## config.mk

```make
export PLATFORM = sky130hd
export DESIGN_NAME = chunked_add_sub_flat
export DESIGN_NICKNAME = d
export VERILOG_FILES = /design/src/rtl/alu_pkg.sv /design/src/rtl/chunked_add_sub_if.sv /design/src/rtl/chunked_add_sub_add_chunk.sv /design/src/rtl/chunked_add_sub.sv /design/src/flat_wrapper.sv
export SDC_FILE = /design/constraint.sdc
export NUM_CORES = 1
export LEC_CHECK = 0
export CAP_MARGIN = 0
export CORE_MARGIN = 1.5
export CORE_UTILIZATION = 54
export CTS_CLUSTER_DIAMETER = 30
export DETAILED_ROUTE_END_ITERATION = 8
export HOLD_SLACK_MARGIN = 0.15
export PLACE_DENSITY_LB_ADDON = 0.2
export SLEW_MARGIN = 20
export SYNTH_ARGS = -nofsm -noshare
export SYNTH_HDL_FRONTEND = slang
export SYNTH_SLANG_ARGS = --single-unit
```

## constraint.sdc

```tcl
create_clock -name clk -period 7.8 [get_ports clk]
set_input_delay 1.56 -clock clk [delete_from_list [all_inputs] [get_ports clk]]
set_output_delay 1.56 -clock clk [all_outputs]
set_load 0.02 [all_outputs]
```

## src/rtl/alu_pkg.sv

```systemverilog
// Shared types and sizing helpers for the chunked adder-subtractor.
package alu_pkg;

  typedef enum logic [1:0] {
    IDLE = 2'd0,
    RUN  = 2'd1,
    DONE = 2'd2
  } state_e;

  // Number of RUN cycles per operation.
  function automatic int nchunk(input int width, input int chunk);
    return width / chunk;
  endfunction

  // Chunk index width; at least one bit even when there is a single chunk.
  function automatic int idx_w(input int n);
    return (n <= 1) ? 1 : $clog2(n);
  endfunction

endpackage

```

## src/rtl/chunked_add_sub_if.sv

```systemverilog
// Operand/result handshake bundle. The master is the operand source and
// result consumer; the slave is the adder-subtractor.
interface chunked_add_sub_if #(parameter int WIDTH = 16);
  logic             in_valid;
  logic             in_ready;
  logic [WIDTH-1:0] a;
  logic [WIDTH-1:0] b;
  logic             sub;
  logic             cin;
  logic             out_valid;
  logic             out_ready;
  logic [WIDTH-1:0] s;
  logic             cout;
  logic             overflow;
  logic             zero;
  logic             negative;
  logic             busy;

  modport master (
    output in_valid, a, b, sub, cin, out_ready,
    input  in_ready, out_valid, s, cout, overflow, zero, negative, busy
  );

  modport slave (
    input  in_valid, a, b, sub, cin, out_ready,
    output in_ready, out_valid, s, cout, overflow, zero, negative, busy
  );
endinterface

```

## src/rtl/chunked_add_sub_add_chunk.sv

```systemverilog
// Combinational CHUNK-bit ripple adder. Also exposes the carry into its top
// bit so the parent can form signed overflow on the last chunk.
module add_chunk #(
  parameter int CHUNK = 4
) (
  input  logic [CHUNK-1:0] i_a,
  input  logic [CHUNK-1:0] i_b,
  input  logic             i_cin,
  output logic [CHUNK-1:0] o_sum,
  output logic             o_cout,
  output logic             o_c_msb
);
  logic [CHUNK:0] w_full;

  assign w_full  = {1'b0, i_a} + {1'b0, i_b} + {{CHUNK{1'b0}}, i_cin};
  assign o_sum   = w_full[CHUNK-1:0];
  assign o_cout  = w_full[CHUNK];
  // sum = a ^ b ^ carry_in per bit, so the carry into the top bit falls out
  // of the top bit of sum ^ a ^ b (reduces to cin when CHUNK is 1).
  assign o_c_msb = w_full[CHUNK-1] ^ i_a[CHUNK-1] ^ i_b[CHUNK-1];
endmodule

```

## src/rtl/chunked_add_sub.sv

```systemverilog
// Multi-cycle adder-subtractor: WIDTH bits processed CHUNK bits per cycle,
// carry rippled through a register, valid/ready on both sides.
module chunked_add_sub
  import alu_pkg::*;
#(
  parameter int WIDTH = 16,
  parameter int CHUNK = 4
) (
  input logic              clk,
  input logic              rst_n,
  chunked_add_sub_if.slave bus
);
  localparam int NCHUNK = nchunk(WIDTH, CHUNK);
  localparam int IW     = idx_w(NCHUNK);
  localparam logic [IW-1:0] LAST = IW'(NCHUNK - 1);

  if (WIDTH < 2 || CHUNK < 1 || (WIDTH % CHUNK) != 0) begin : g_bad_params
    $error("chunked_add_sub: WIDTH must be >= 2 and a multiple of CHUNK");
  end

  state_e           r_state;
  logic [IW-1:0]    r_idx;
  logic             r_carry;
  logic             r_cout;
  logic             r_ovf;
  logic [WIDTH-1:0] r_a;
  logic [WIDTH-1:0] r_b;
  logic [WIDTH-1:0] r_s;

  logic [CHUNK-1:0] w_sum;
  logic             w_cout;
  logic             w_c_msb;
  int unsigned      w_base;

  assign w_base = int'(r_idx) * CHUNK;

  add_chunk #(.CHUNK(CHUNK)) u_chunk (
    .i_a     (r_a[w_base +: CHUNK]),
    .i_b     (r_b[w_base +: CHUNK]),
    .i_cin   (r_carry),
    .o_sum   (w_sum),
    .o_cout  (w_cout),
    .o_c_msb (w_c_msb)
  );

  // Control FSM plus datapath registers. Subtraction is folded in at accept
  // time (invert B, invert borrow-in) so RUN is a pure add.
  always_ff @(posedge clk or negedge rst_n) begin
    if (!rst_n) begin
      r_state <= IDLE;
      r_idx   <= '0;
      r_carry <= 1'b0;
      r_cout  <= 1'b0;
      r_ovf   <= 1'b0;
      r_a     <= '0;
      r_b     <= '0;
      r_s     <= '0;
    end else begin
      case (r_state)
        IDLE: begin
          if (bus.in_valid) begin
            r_a     <= bus.a;
            r_b     <= bus.sub ? ~bus.b : bus.b;
            r_carry <= bus.sub ^ bus.cin;
            r_idx   <= '0;
            r_state <= RUN;
          end
        end
        RUN: begin
          r_s[w_base +: CHUNK] <= w_sum;
          r_carry              <= w_cout;
          if (r_idx == LAST) begin
            r_idx   <= '0;
            r_cout  <= w_cout;
            r_ovf   <= w_cout ^ w_c_msb;
            r_state <= DONE;
          end else begin
            r_idx <= r_idx + 1'b1;
          end
        end
        DONE: begin
          if (bus.out_ready) r_state <= IDLE;
        end
        default: r_state <= IDLE;
      endcase
    end
  end

  assign bus.in_ready  = (r_state == IDLE);
  assign bus.out_valid = (r_state == DONE);
  assign bus.busy      = (r_state != IDLE);
  assign bus.s         = r_s;
  assign bus.cout      = r_cout;
  assign bus.overflow  = r_ovf;
  assign bus.zero      = (r_s == '0);
  assign bus.negative  = r_s[WIDTH-1];
endmodule

```

## src/flat_wrapper.sv

```systemverilog
// flat-port wrapper written by rule: the top's interface ports become plain ports
module chunked_add_sub_flat import alu_pkg::*;
#(
  parameter int WIDTH = 16,
  parameter int CHUNK = 4
)
  (clk, rst_n, bus_in_valid, bus_a, bus_b, bus_sub, bus_cin, bus_out_ready, bus_in_ready, bus_out_valid, bus_s, bus_cout, bus_overflow, bus_zero, bus_negative, bus_busy);
  chunked_add_sub_if #(.WIDTH(WIDTH)) bus_i ();
  input logic clk;
  input logic rst_n;
  input wire logic [$bits(bus_i.in_valid)-1:0] bus_in_valid;
  input wire logic [$bits(bus_i.a)-1:0] bus_a;
  input wire logic [$bits(bus_i.b)-1:0] bus_b;
  input wire logic [$bits(bus_i.sub)-1:0] bus_sub;
  input wire logic [$bits(bus_i.cin)-1:0] bus_cin;
  input wire logic [$bits(bus_i.out_ready)-1:0] bus_out_ready;
  output wire logic [$bits(bus_i.in_ready)-1:0] bus_in_ready;
  output wire logic [$bits(bus_i.out_valid)-1:0] bus_out_valid;
  output wire logic [$bits(bus_i.s)-1:0] bus_s;
  output wire logic [$bits(bus_i.cout)-1:0] bus_cout;
  output wire logic [$bits(bus_i.overflow)-1:0] bus_overflow;
  output wire logic [$bits(bus_i.zero)-1:0] bus_zero;
  output wire logic [$bits(bus_i.negative)-1:0] bus_negative;
  output wire logic [$bits(bus_i.busy)-1:0] bus_busy;
  assign bus_i.in_valid = bus_in_valid;
  assign bus_i.a = bus_a;
  assign bus_i.b = bus_b;
  assign bus_i.sub = bus_sub;
  assign bus_i.cin = bus_cin;
  assign bus_i.out_ready = bus_out_ready;
  assign bus_in_ready = bus_i.in_ready;
  assign bus_out_valid = bus_i.out_valid;
  assign bus_s = bus_i.s;
  assign bus_cout = bus_i.cout;
  assign bus_overflow = bus_i.overflow;
  assign bus_zero = bus_i.zero;
  assign bus_negative = bus_i.negative;
  assign bus_busy = bus_i.busy;
  chunked_add_sub #(.WIDTH(WIDTH), .CHUNK(CHUNK)) u_core (.clk(clk), .rst_n(rst_n), .bus(bus_i));
endmodule
```

==> results.toml, run 1 <==
[outcome]
outcome = "complete, no violations"

[route]
totalWireLength_um = 5310
drc_errors = 0
firstDrtPassIters = 4
ant_nets = 0
vias = 1977
via_per_inst = 5.23
dr.first_iter.drc_count = 103
post_drt_wl_per_cell_um = 14.1

[clock_tree]
postCtsHoldBufs = 0
cts_root_buf = "clkbuf_8"
htreeDepth = 2
clkLatencyLatePin_ns = 0.31
cts_setup_buffers = 0
clkTransAtPathRegs_ns = 0.10
cts_sinks = 55
numCtsBuffers = 5
cts.path.max_buffers = 2
cts_tree = "done"
cts_resized = 0

[yosys]
netlist_instances = 255
synth-edff-count = 0
synth_most_common_cell = "nand2_1"
syn_avg_cell_area_um2 = 10.5
syn_nets = 304
synthTopCellsByArea = "dfrtp_1 51%, nand2_1 11%, xnor2_1 6.5%"
synthTopCellsByCount = "79 x nand2_1, 55 x dfrtp_1, 20 x o21ai_0, 20 x xnor2_1, 12 x a22o_1"
yosysTopAreaCellShare = 0.512
ys.flop_type = "dfrtp_1"
ys_warn_count = 0
seq_area_frac_synth = 0.512
async_flop_share = 1.00
synth-seq-cells = 55
syn_area_um2 = 2690
synth.distinct_cells = 29
netlist.top_cell.by_area = "dfrtp_1"

[worst_setup_path]
crit_path_start_kind = "flop"
cp-end-kind = "flop"
worst_ep_required_time_ns = 8.05
critPathKind = "flop to flop"
crit_chain = "mux4_1 > fa_1 > fa_1 > a21o_1 > a21oi_1 > xnor3_1 > xnor2_1 > o21ai_1"
cp_slowest_cell = "dfrtp_1"
crit_path_max_incr_delay_ns = 0.86
cp_data_arrival_time_ns = 3.67
critPathMostFrequentCell = "fa_1"
worst-path-max-fanout = 17

[global_routing]
gr-total-overflow = 0
grt_pass1_vias = 1885
grt_pass1_wl_um = 8860
track_usage = 0.218
grt_max_degree = 56
antenna_found_initial = 0

[sta]
max_freq_mhz = 292
setup_slack_ns = 4.38
worstMarginPinSlew_ns = 0.909
finalSetupTns_ns = 0
whs_ns = 0.482
clock_skew_ns = 0.0115
slew_headroom = 0.392
fin_crit_sh = 0.439
rsz0062_at_grt = "no"
finalSetupViolCount = 0
finalHoldViolations = 0
period_minus_slack_ns = 3.42
timing.final.max_slew_violations = 0

[pwr]
leakage_nw = 1.54
p_per_area_nw_per_um2 = 428
ir_drop_uv = 201
power_mw = 1.45

[layout]
layout-drive-gt1-share = 0.0579
final_core_utilization = 0.715
syn2layout_area_growth_pct = 26.5
fin_nets = 359
antenna_cells = 0

[place]
io_buffers = 60
gp_congestion = 0.751
dp_slack_ns = 4.39
dp_hpwl_um = 3810

[worst_hold_path]
hold_path_class = "flop to flop"

[die]
dieHeight_um = 73.5
core_area_um2 = 4750
fp.dieW_um = 73.5
io_pins = 61
num_rows = 25
start_util = 0.565
die_area_um2 = 5410

[job]
cap_viol_max_count = 0
==> per-stage QoR <==
stage,std cells,instance area [um^2]
detailed placement,370,3310
global placement,370,3310
CTS,378,3400
finish,378,3400
global route,378,3400
floorplan,255,2690
==> critical path, delay by kind of cell, from the launching register on <==
| family | cells | cell delay, ns |
|---|---|---|
| adder cells (fa/ha/maj) | 2 | 0.82 |
| flip-flops | 1 | 0.86 |
| multiplexers | 1 | 0.66 |
| AO/OA/AOI/OAI | 3 | 0.60 |
| XOR/XNOR | 2 | 0.42 |
==> path summary, 6_finish.rpt <==
check / startpoint / to / slack [ns] / cells after the start
worst max-delay path: u_core.r_idx[0]$_DFFE_PN0P_ / u_core.bus.overflow$_DFFE_PN0P_ / 4.38 / 8
max in group asynchronous: rst_n / u_core.bus.s[6]$_DFFE_PN0P_ / 5.99 / 2
worst max register to register: u_core.r_idx[0]$_DFFE_PN0P_ / u_core.bus.overflow$_DFFE_PN0P_ / 4.38 / 8
worst min-delay path: u_core.r_a[1]$_DFFE_PN0P_ / u_core.r_a[1]$_DFFE_PN0P_ / 0.48 / 2
min in group asynchronous: rst_n / u_core.bus.s[15]$_DFFE_PN0P_ / 1.36 / 2
worst min register to register: u_core.r_a[1]$_DFFE_PN0P_ / u_core.r_a[1]$_DFFE_PN0P_ / 0.48 / 2
==> where the power goes <==
group / leakage (nW) / internal [mW] / switching (mW) / total [mW]
Clock: 0.0412 / 0.0630 / 0.0918 / 0.155
Sequential: 0.705 / 0.403 / 0.0974 / 0.500
Combinational: 0.789 / 0.372 / 0.427 / 0.799
Total: 1.54 / 0.838 / 0.617 / 1.45
==> routing by layer <==
layer  vias up  global-route usage  routed length (um)  part of all wire
met1       950               0.302                2430              0.46
met3         7              0.0521                 210             0.040
met4         0              0.0761                  85             0.016
li1        971                   -                   -                 -
met2        49               0.339                2590              0.49
met5         -                   0                   0                 0
==> kinds of logic (layout without fill, tap and decap cells) <==
kind of cell / after synthesis / count (layout) / synth area share
muxes: 8 / 8 / 0.0685
buffers and inverters: 19 / 75 / 0.0321
and+or+nand+nor: 98 / 98 / 0.152
xor gates and xnor gates: 21 / 21 / 0.0736
adders and majority gates: 11 / 11 / 0.0568
AOI/OAI and AO/OA: 43 / 43 / 0.105
DFF: 55 / 55 / 0.512
==> flip-flops by register name, indices dropped and copies added (netlist names) <==
register	count
u_core.bus.s	16
u_core.r_a	16
u_core.r_b	16
u_core.r_idx	2
u_core.r_state	2
u_core.bus.cout	1
u_core.bus.overflow	1
u_core.r_carry	1
==> final cells by class <==
type,instances,area (um^2)
flip-flops and latches,55,1380
fillers,398,1360
multi-input cells,181,1220
repair buffers,62,611
well taps,67,83.8
clock buffers,6,72.6
inverters,5,18.8
clock inverters,2,12.5
==> layout by cell type (no fill, tap or decap), types with 2 or more instances in the layout <==
cell type / count
inv_1: 5
fa_1: 2
nand2_1: 79
dfrtp_1: 55
o31ai_1: 5
a22o_1: 12
nor2_1: 6
xnor2_1: 20
nor4_1: 4
buf_4: 2
a21oi_1: 2
ha_1: 9
o21ai_0: 20
nand2b_1: 2
clkdlybuf4s50_1: 59
mux4_2: 7
a21o_1: 2
clkbuf_8: 5
nand3_1: 2
(Power assumes the default switching activity.)
==> run 2: changes to the inputs <==
--- a/config.mk
+++ b/config.mk
@@ -7,7 +7,7 @@
 export LEC_CHECK = 0
 export CAP_MARGIN = 0
 export CORE_MARGIN = 1.5
-export CORE_UTILIZATION = 54
+export CORE_UTILIZATION = 45
 export CTS_CLUSTER_DIAMETER = 30
 export DETAILED_ROUTE_END_ITERATION = 8
 export HOLD_SLACK_MARGIN = 0.15
==> constraint.sdc (replaced) <==
create_clock -name clk -period 2.9 [get_ports clk]
set_input_delay 0.58 -clock clk [delete_from_list [all_inputs] [get_ports clk]]
set_output_delay 0.58 -clock clk [all_outputs]
set_load 0.02 [all_outputs]
==> results.toml, run 2 (synthesis gave the netlist of run 1 again) <==
[outcome]
outcome = "complete, no violations"

[worst_setup_path]
worst-path-max-fanout = 4
r2r_start = "u_core.r_idx[0]$_DFFE_PN0P_"
crit_path_start_kind = "flop"
cp_data_arrival_time_ns = 2.96
worstSetupEndpoint = "u_core.bus.overflow$_DFFE_PN0P_"
r2r_slack_ns = 0.13
cp-end-kind = "flop"
r2r_cells = 8
worst_ep_required_time_ns = 3.09
critPathKind = "flop to flop"
crit_path_start = "u_core.r_idx[0]$_DFFE_PN0P_"
regToRegEndpoint = "u_core.bus.overflow$_DFFE_PN0P_"

[layout]
layout-drive-gt1-share = 0.0764
fillers = 469
instances_no_fill = 386
final_area_um2 = 3440
syn2layout_area_growth_pct = 27.9
fin_nets = 364
final_cell_mix = "79 x nand2_1, 59 x clkdlybuf4s50_1, 54 x dfrtp_1"
layout_commonest_cell = "nand2_1"
final_core_utilization = 0.609
antenna_cells = 0

[pwr]
ir_drop_uv = 695
p_per_area_nw_per_um2 = 1170
leakage_nw = 1.55
power_mw = 4.02

[clock_tree]
cts_tree = "done"
cts.path.max_buffers = 2
postCtsHoldBufs = 0
numCtsBuffers = 5
cts_resized = 0
htreeDepth = 2
cts_root_buf = "clkbuf_8"
clkLatencyLatePin_ns = 0.30
clkTransAtPathRegs_ns = 0.09
cts_sinks = 55
cts_setup_buffers = 0

[die]
io_pins = 61
fp.dieW_um = 80.3
core_area_um2 = 5640
die_area_um2 = 6440
dieHeight_um = 80.3
num_rows = 27
start_util = 0.476

[route]
firstDrtPassIters = 4
drc_errors = 0
post_drt_wl_per_cell_um = 14.1
totalWireLength_um = 5440
vias = 1988
ant_nets = 0
via_per_inst = 5.15
dr.first_iter.drc_count = 108

[sta]
rsz0062_at_grt = "no"
finalHoldViolations = 0
fin_crit_sh = 0.956
timing.final.max_slew_violations = 0
finalSetupViolCount = 0
period_minus_slack_ns = 2.77
slew_headroom = 0.539
worstMarginPinSlew_ns = 0.691
clock_skew_ns = 0.00520
finalSetupTns_ns = 0
max_freq_mhz = 361

[place]
io_buffers = 60
dp.cells = 380
dpl_cell_area_um2 = 3360
gp_congestion = 0.765
dp_hpwl_um = 4060

[global_routing]
gr-total-overflow = 0
globalRouteMet2Util = 0.306
grt.busiest_layer = "met2"
grt_pass1_wl_um = 9110
grt_pass1_vias = 1885
globalRouteMet1Util = 0.255
antenna_found_initial = 0
grt_max_degree = 56
met3_usage = 0.0375
track_usage = 0.188

[job]
cap_viol_max_count = 0

[worst_hold_path]
hold_path_class = "input pin to asynchronous set/reset pin"
==> run 2: cell type report <==
class,count,area (um^2),share of cell area
Clock buffer,6,72.6,0.0211
Inverter,5,18.8,0.00546
Multi-Input combinational cell,181,1230,0.358
Sequential cell,55,1380,0.401
Tap cell,72,90.1,0.0262
Timing Repair Buffer,67,648,0.189
==> run 2: worst max-delay path, stage by stage, from the launching register on <==
cell and delay, ns:
dfrtp_2 0.42, mux4_1 0.58, fa_1 0.42, fa_2 0.37, a21o_1 0.20, a21oi_2 0.19, xnor3_1 0.25, xnor2_1 0.15
o21ai_1 0.07
==> run 2: worst min path at each step <==
stage,end,slack (ns),depth (start not counted)
floorplan,u_core.bus.cout$_DFFE_PN0P_,0.28,0
global placement,u_core.r_a[15]$_DFFE_PN0P_,0.46,2
detailed placement,u_core.r_a[2]$_DFFE_PN0P_,0.46,2
CTS,u_core.bus.s[0]$_DFFE_PN0P_,0.42,2
global route,u_core.bus.s[0]$_DFFE_PN0P_,0.46,2
finish,u_core.bus.s[0]$_DFFE_PN0P_,0.39,2
==> run 2: per-layer routing <==
metal | up-vias | routed length (um)
met2 | 55 | 2770
li1 | 980 | -
met1 | 949 | 2390
met5 | - | 0
met4 | 0 | 45
met3 | 4 | 229
==> run 2: power by group <==
group	switching, mW	leakage [nW]	total, mW	internal [mW]
Combinational	1.23	0.813	2.33	1.10
Sequential	0.210	0.704	1.30	1.09
Clock	0.231	0.0371	0.393	0.162
==> run 2: through the flow <==
step / setup slack (ns) / hold slack (ns)
finish: 0.128 / 0.389
detailed placement: 0.0712 / 0.464
global placement: 0.176 / 0.457
CTS: 0.0701 / 0.422
floorplan: 0.0352 / 0.284
global route: 0.0216 / 0.458
